### src/rtl/bcd_pkg.sv
// Shared types and helpers for the BCD-to-binary converter.
// Digit width, FSM state encoding and the BCD digit validity check.
package bcd_pkg;

  localparam int BCD_DIGIT_W = 4;

  typedef enum logic [1:0] {
    IDLE = 2'd0,
    CALC = 2'd1,
    DONE = 2'd2
  } state_t;

  function automatic logic is_bcd_digit(input logic [BCD_DIGIT_W-1:0] d);
    return (d <= 4'd9);
  endfunction

endpackage

### src/rtl/bcd_adj3.sv
// Reverse double-dabble digit correction: a shifted digit of 8 or more
// gets 3 subtracted (4-bit only, no borrow into the neighbour digit).
module bcd_adj3
  import bcd_pkg::*;
(
  input  logic [BCD_DIGIT_W-1:0] d_i,
  output logic [BCD_DIGIT_W-1:0] d_o
);

  assign d_o = (d_i >= 4'd8) ? (d_i - 4'd3) : d_i;

endmodule

### src/rtl/bcd2bin_seq.sv
// Iterative NDIG-digit BCD to NBIN-bit binary converter (go/done handshake).
// One right shift plus per-digit correction per clock; NBIN shifts total.
module bcd2bin_seq
  import bcd_pkg::*;
#(
  parameter int NDIG = 3,
  parameter int NBIN = 10
) (
  input  logic                        clk,
  input  logic                        clr,
  input  logic                        go,
  input  logic [BCD_DIGIT_W*NDIG-1:0] p,
  output logic [NBIN-1:0]             b,
  output logic                        done,
  output logic                        busy,
  output logic                        err,
  output logic                        ovf
);

  localparam int BW  = BCD_DIGIT_W * NDIG;
  localparam int SRW = BW + NBIN;
  localparam int CW  = $clog2(NBIN + 1);

  state_t           state_q, state_d;
  logic [SRW-1:0]   sr_q, sr_d;
  logic [CW-1:0]    cnt_q, cnt_d;
  logic [NBIN-1:0]  b_q, b_d;
  logic             done_q, done_d;
  logic             busy_q, busy_d;
  logic             err_q, err_d;
  logic             ovf_q, ovf_d;

  logic [SRW-1:0]   sr_sh;
  logic [SRW-1:0]   sr_adj;
  logic             p_ok;

  // sr = {bcd field, bin field}; bits fall from the BCD side into bin
  assign sr_sh = sr_q >> 1;
  assign sr_adj[NBIN-1:0] = sr_sh[NBIN-1:0];

  for (genvar g = 0; g < NDIG; g++) begin : g_adj
    bcd_adj3 u_adj (
      .d_i (sr_sh[NBIN + g*BCD_DIGIT_W +: BCD_DIGIT_W]),
      .d_o (sr_adj[NBIN + g*BCD_DIGIT_W +: BCD_DIGIT_W])
    );
  end

  always_comb begin
    p_ok = 1'b1;
    for (int i = 0; i < NDIG; i++) begin
      if (!is_bcd_digit(p[i*BCD_DIGIT_W +: BCD_DIGIT_W])) p_ok = 1'b0;
    end
  end

  always_comb begin
    state_d = state_q;
    sr_d    = sr_q;
    cnt_d   = cnt_q;
    b_d     = b_q;
    done_d  = done_q;
    busy_d  = busy_q;
    err_d   = err_q;
    ovf_d   = ovf_q;
    case (state_q)
      IDLE: begin
        done_d = 1'b0;
        busy_d = 1'b0;
        if (go) begin
          ovf_d = 1'b0;
          if (!p_ok) begin
            b_d     = '0;
            err_d   = 1'b1;
            done_d  = 1'b1;
            state_d = DONE;
          end else begin
            sr_d    = {p, {NBIN{1'b0}}};
            cnt_d   = CW'(NBIN);
            err_d   = 1'b0;
            busy_d  = 1'b1;
            state_d = CALC;
          end
        end
      end
      CALC: begin
        sr_d  = sr_adj;
        cnt_d = cnt_q - 1'b1;
        if (cnt_q == CW'(1)) begin
          b_d     = sr_adj[NBIN-1:0];
          // leftover BCD weight means the value did not fit in NBIN bits
          ovf_d   = |sr_adj[SRW-1:NBIN];
          done_d  = 1'b1;
          busy_d  = 1'b0;
          state_d = DONE;
        end
      end
      DONE: begin
        if (!go) begin
          done_d  = 1'b0;
          state_d = IDLE;
        end
      end
      default: begin
        done_d  = 1'b0;
        busy_d  = 1'b0;
        state_d = IDLE;
      end
    endcase
  end

  always_ff @(posedge clk) begin
    if (clr) begin
      state_q <= IDLE;
      sr_q    <= '0;
      cnt_q   <= '0;
      b_q     <= '0;
      done_q  <= 1'b0;
      busy_q  <= 1'b0;
      err_q   <= 1'b0;
      ovf_q   <= 1'b0;
    end else begin
      state_q <= state_d;
      sr_q    <= sr_d;
      cnt_q   <= cnt_d;
      b_q     <= b_d;
      done_q  <= done_d;
      busy_q  <= busy_d;
      err_q   <= err_d;
      ovf_q   <= ovf_d;
    end
  end

  assign b    = b_q;
  assign done = done_q;
  assign busy = busy_q;
  assign err  = err_q;
  assign ovf  = ovf_q;

endmodule

### config.mk
export PLATFORM = sky130hd
export DESIGN_NAME = bcd2bin_seq
export DESIGN_NICKNAME = d
export VERILOG_FILES = /design/src/rtl/bcd_pkg.sv /design/src/rtl/bcd_adj3.sv /design/src/rtl/bcd2bin_seq.sv
export SDC_FILE = /design/constraint.sdc
export NUM_CORES = 1
export LEC_CHECK = 0
export ABC_AREA = 1
export CELL_PAD_IN_SITES_DETAIL_PLACEMENT = 1
export CELL_PAD_IN_SITES_GLOBAL_PLACEMENT = 2
export CORE_MARGIN = 5
export CORE_UTILIZATION = 27
export CTS_CLUSTER_SIZE = 30
export DETAILED_ROUTE_END_ITERATION = 10
export PLACE_DENSITY = 0.81
export SYNTH_ARGS = -nofsm -noshare
export SYNTH_HDL_FRONTEND = slang
export SYNTH_SLANG_ARGS = --single-unit
### constraint.sdc
create_clock -name clk -period 1.2 [get_ports clk]
set_input_delay 0.18 -clock clk [delete_from_list [all_inputs] [get_ports clk]]
set_output_delay 0.18 -clock clk [all_outputs]
set_load 0.05 [all_outputs]
==> Flow_metrics.wiki <==
{| class="wikitable"
! Metric !! Value
|-
| Result of the run || finished with violations
|-
| Violated checks || setup timing
|-
| Reported max-cap violation count || 0
|-
| Slowest stage cell, crit path || sky130_fd_sc_hd__dfxtp_2
|-
| Required arrival time at the worst endpoint || 1390 ps
|-
| Area fraction of the dominant cell type after synthesis || 0.402
|-
| Detailed-router iteration count before antenna repair || 6
|-
| Post-synth top area cell || sky130_fd_sc_hd__dfxtp_1
|-
| First-pass GRT wire length || 11700 µm
|-
| Synthesized instance count || 300
|-
| Crit Path Category || reg2reg
|-
| Leakage power || 1.47 nW
|-
| Clock Path Buffers || 2
|-
| CP cell instances || inv_2, ha_4, nand3_4, nand2_4, inv_4, nor2_4, buf_12, nand3_4, nand2_2, nor2_2
|-
| Final Slew Violations || 0
|-
| FILL cells || 876
|-
| Routed wire length || between 7000 and 8000 µm
|-
| Number of nets in the layout || 392
|-
| Cell Area, Synth || approximately 2000 µm²
|-
| Top FF cell, synth || sky130_fd_sc_hd__dfxtp_1
|-
| Die footprint || 9400 µm²
|-
| Arrival time of the worst setup path || 1620 ps
|-
| Final Cell Area || 3590 µm²
|-
| Number of register bits inferred by synthesis || 41
|-
| Number of enable-type register cells in the synthesized netlist || 0
|-
| Unrepaired setup endpoints after global routing || true
|-
| Placement Cell Area || between 2000 and 3000 µm²
|-
| Most used cell, CP || sky130_fd_sc_hd__nand3_4
|-
| Sequential element share of the synthesized area || 0.402
|-
| Inserted Clock Buffers || 5
|-
| DP Wirelength || approximately 4600 µm
|-
| Initial antenna violation count || 0
|-
| Number of setup violations in the final report || 39
|-
| Initial Utilization || 0.280
|-
| Drt via density || 4.75
|-
| Total number of H-tree levels || 2
|-
| Count of vias placed by the detailed router || 2239
|-
| Clock-pin slew on the worst setup and hold paths || 90 ps
|-
| Transition time at the pin with the least slew margin || about 300 ps
|-
| Asr flop ratio synth || 0
|-
| Die Span Y || 96.9 µm
|-
| Max Clk Rate || 0.701 GHz
|-
| Diodes inserted || 0
|-
| Largest fanout on the critical path || 8
|-
| Worst stage delay on the critical path || 330 ps
|-
| Share of cells above drive strength 1 || 0.492
|-
| Leading cell types by count after synthesis || 88 x sky130_fd_sc_hd__nand2_1, 43 x sky130_fd_sc_hd__a21oi_1, 41 x sky130_fd_sc_hd__dfxtp_1
|-
| Area occupied by multi-input gates || 1460 µm²
|-
| Net count after synthesis || around 320
|-
| Total routing usage reported by global routing || 0.150
|-
| CTS tree || built
|-
| Wire length per cell || around 16 µm
|-
| Remaining antenna violation count after routing || 0
|-
| Period Utilization, post-route || 1.19
|-
| Max_slew headroom || 0.799
|-
| Final weighted congestion in routability-driven placement || approximately 0.77
|-
| Number of global-route vias before repair || 2415
|-
| Inst Count DP || 450
|-
| Number of hold-repair buffers added at the cts stage || 0
|-
| DRC violation count after routing || 0
|-
| Final worst path period need || 1430 ps
|-
| Final Hold Violating Endpoints || 0
|-
| Largest net degree at the start of global routing || 19
|-
| Clock latency on the worst-skew pair || 300 ps
|-
| Avg Inst Size Synth || between 6 and 7 µm²
|-
| Die span in x || 96.9 µm
|-
| Worst setup EP type || register
|-
| Most instantiated library cell after synthesis || sky130_fd_sc_hd__nand2_1
|-
| Worst-case clock skew || 10.3 ps
|-
| Count of input and output buffers || 28
|-
| Layout area overhead || 76.0%
|-
| Synth area leaders || sky130_fd_sc_hd__dfxtp_1 40%, sky130_fd_sc_hd__nand2_1 16%, sky130_fd_sc_hd__a21oi_1 11%
|-
| Number of core rows || 31
|-
| Startpoint type of the worst setup path || register
|-
| Worst ir drop on vdd || slightly above 0.7 mV
|-
| Final std cells w/o fill || 471
|-
| Count of unique library cells instantiated by Yosys || 23
|-
| Ports || 29
|-
| Placeable core area || 7290 µm²
|-
| Cell at the root of the clock tree || sky130_fd_sc_hd__clkbuf_8
|-
| First DRT Iteration DRCs || 84
|-
| Total global routing overflow || 0
|-
| Synth Warn # || 0
|-
| Combined flip-flop and latch cell area || around 840 µm²
|-
| Post-route core utilization || 0.493
|-
| Type of the tightest min-delay check || in2reg
|-
| Cell area power density || ~1200 nW/µm²
|-
| CTS sink count || 41
|-
| Setup slack of the critical path after layout || -227 ps
|}
layout make-up:
cell class              instances  share of cell area
well taps                      99              0.0345
flip-flops and latches         41               0.233
repair buffers                 79               0.264
multi-input cells             217               0.405
inverters                      27              0.0296
clock buffers                   6              0.0230
clock inverters                 2              0.0104
per-stage QoR:
stage               setup slack, ps  TNS (ps)  power [W]  hold slack (ps)
floorplan                     -83.2      -484    0.00224              340
global placement               -585    -20300    0.00280              449
detailed placement             -629    -21240    0.00283              455
CTS                            -136     -2310    0.00428              354
global route                   -288     -7240    0.00461              356
finish                         -227     -4690    0.00440              367
kinds of logic after synthesis:
family,count (synthesis),synth area share
simple gates,155,0.324
compound gates,55,0.138
flops,41,0.402
buf+inv,42,0.0944
fa+ha+maj,6,0.0368
xor+xnor,1,0.00429
state kept, by name, summed over array words and instances (netlist names):
signal	flops
busy	1
ovf	1
cnt_q	4
b	10
done	1
state_q	2
err	1
sr_q	21
worst max-delay path, delay by kind of cell, from the launching register on:
kind	cells	cell delay [ps]
simple gates	6	560
flops	1	330
buf+inv	3	280
fa+ha+maj	1	140
worst paths after layout:
kind / start / end / slack, ps / cells after the start
setup / recovery: cnt_q[1] / b[6] / -230 / 10
hold / removal: p[11] / sr_q[21] / 370 / 3
setup reg to reg: cnt_q[1] / b[6] / -230 / 10
hold reg to reg: sr_q[3] / sr_q[3] / 470 / 2
routing by layer:
| layer | part of all wire | global-route usage | wire length (µm) | vias up |
|---|---|---|---|---|
| li1 | - | - | - | 1106 |
| met1 | 0.43 | 0.184 | 3260 | 1087 |
| met2 | 0.53 | 0.271 | 4020 | 32 |
| met3 | 0.019 | 0.0252 | 147 | 14 |
| met4 | 0.025 | 0.0410 | 189 | 0 |
| met5 | 0 | 0 | 0 | - |
layout by cell type, fill, tap and decap left out, types with 2 or more instances in the layout:
master and count:
sky130_fd_sc_hd__inv_4 2, sky130_fd_sc_hd__nand3_1 13, sky130_fd_sc_hd__o21ai_2 4, sky130_fd_sc_hd__buf_16 2, sky130_fd_sc_hd__nor3_2 2, sky130_fd_sc_hd__inv_1 13
sky130_fd_sc_hd__a21oi_2 22, sky130_fd_sc_hd__o21ai_0 2, sky130_fd_sc_hd__nand2_2 18, sky130_fd_sc_hd__o21ai_4 2, sky130_fd_sc_hd__buf_12 20, sky130_fd_sc_hd__nand3_4 5
sky130_fd_sc_hd__nor2_4 4, sky130_fd_sc_hd__buf_4 31, sky130_fd_sc_hd__o21ai_1 3, sky130_fd_sc_hd__dlygate4sd2_1 9, sky130_fd_sc_hd__a21oi_1 21, sky130_fd_sc_hd__inv_2 12
sky130_fd_sc_hd__clkdlybuf4s50_1 5, sky130_fd_sc_hd__nand2_4 7, sky130_fd_sc_hd__nand3_2 15, sky130_fd_sc_hd__clkbuf_8 6, sky130_fd_sc_hd__nand2_1 66, sky130_fd_sc_hd__nor2_1 22
sky130_fd_sc_hd__dfxtp_4 2, sky130_fd_sc_hd__dfxtp_2 6, sky130_fd_sc_hd__ha_4 4, sky130_fd_sc_hd__buf_6 10, sky130_fd_sc_hd__dfxtp_1 33
report_power, final:
part | switching, W | total (W) | internal [W]
Clock | 0.000520 | 0.00120 | 0.000677
Combinational | 0.000866 | 0.00162 | 0.000758
Sequential | 0.000117 | 0.00158 | 0.00147
Total | 0.00150 | 0.00440 | 0.00290
what timing repair did:
item	CTS	global route
resized for setup	68	71
hold endpoints to repair	0	0
cloned	4	0
endpoints found under the setup margin	41	41
pin swaps	21	40
setup buffers	8	5
(Power assumes the default switching activity.)
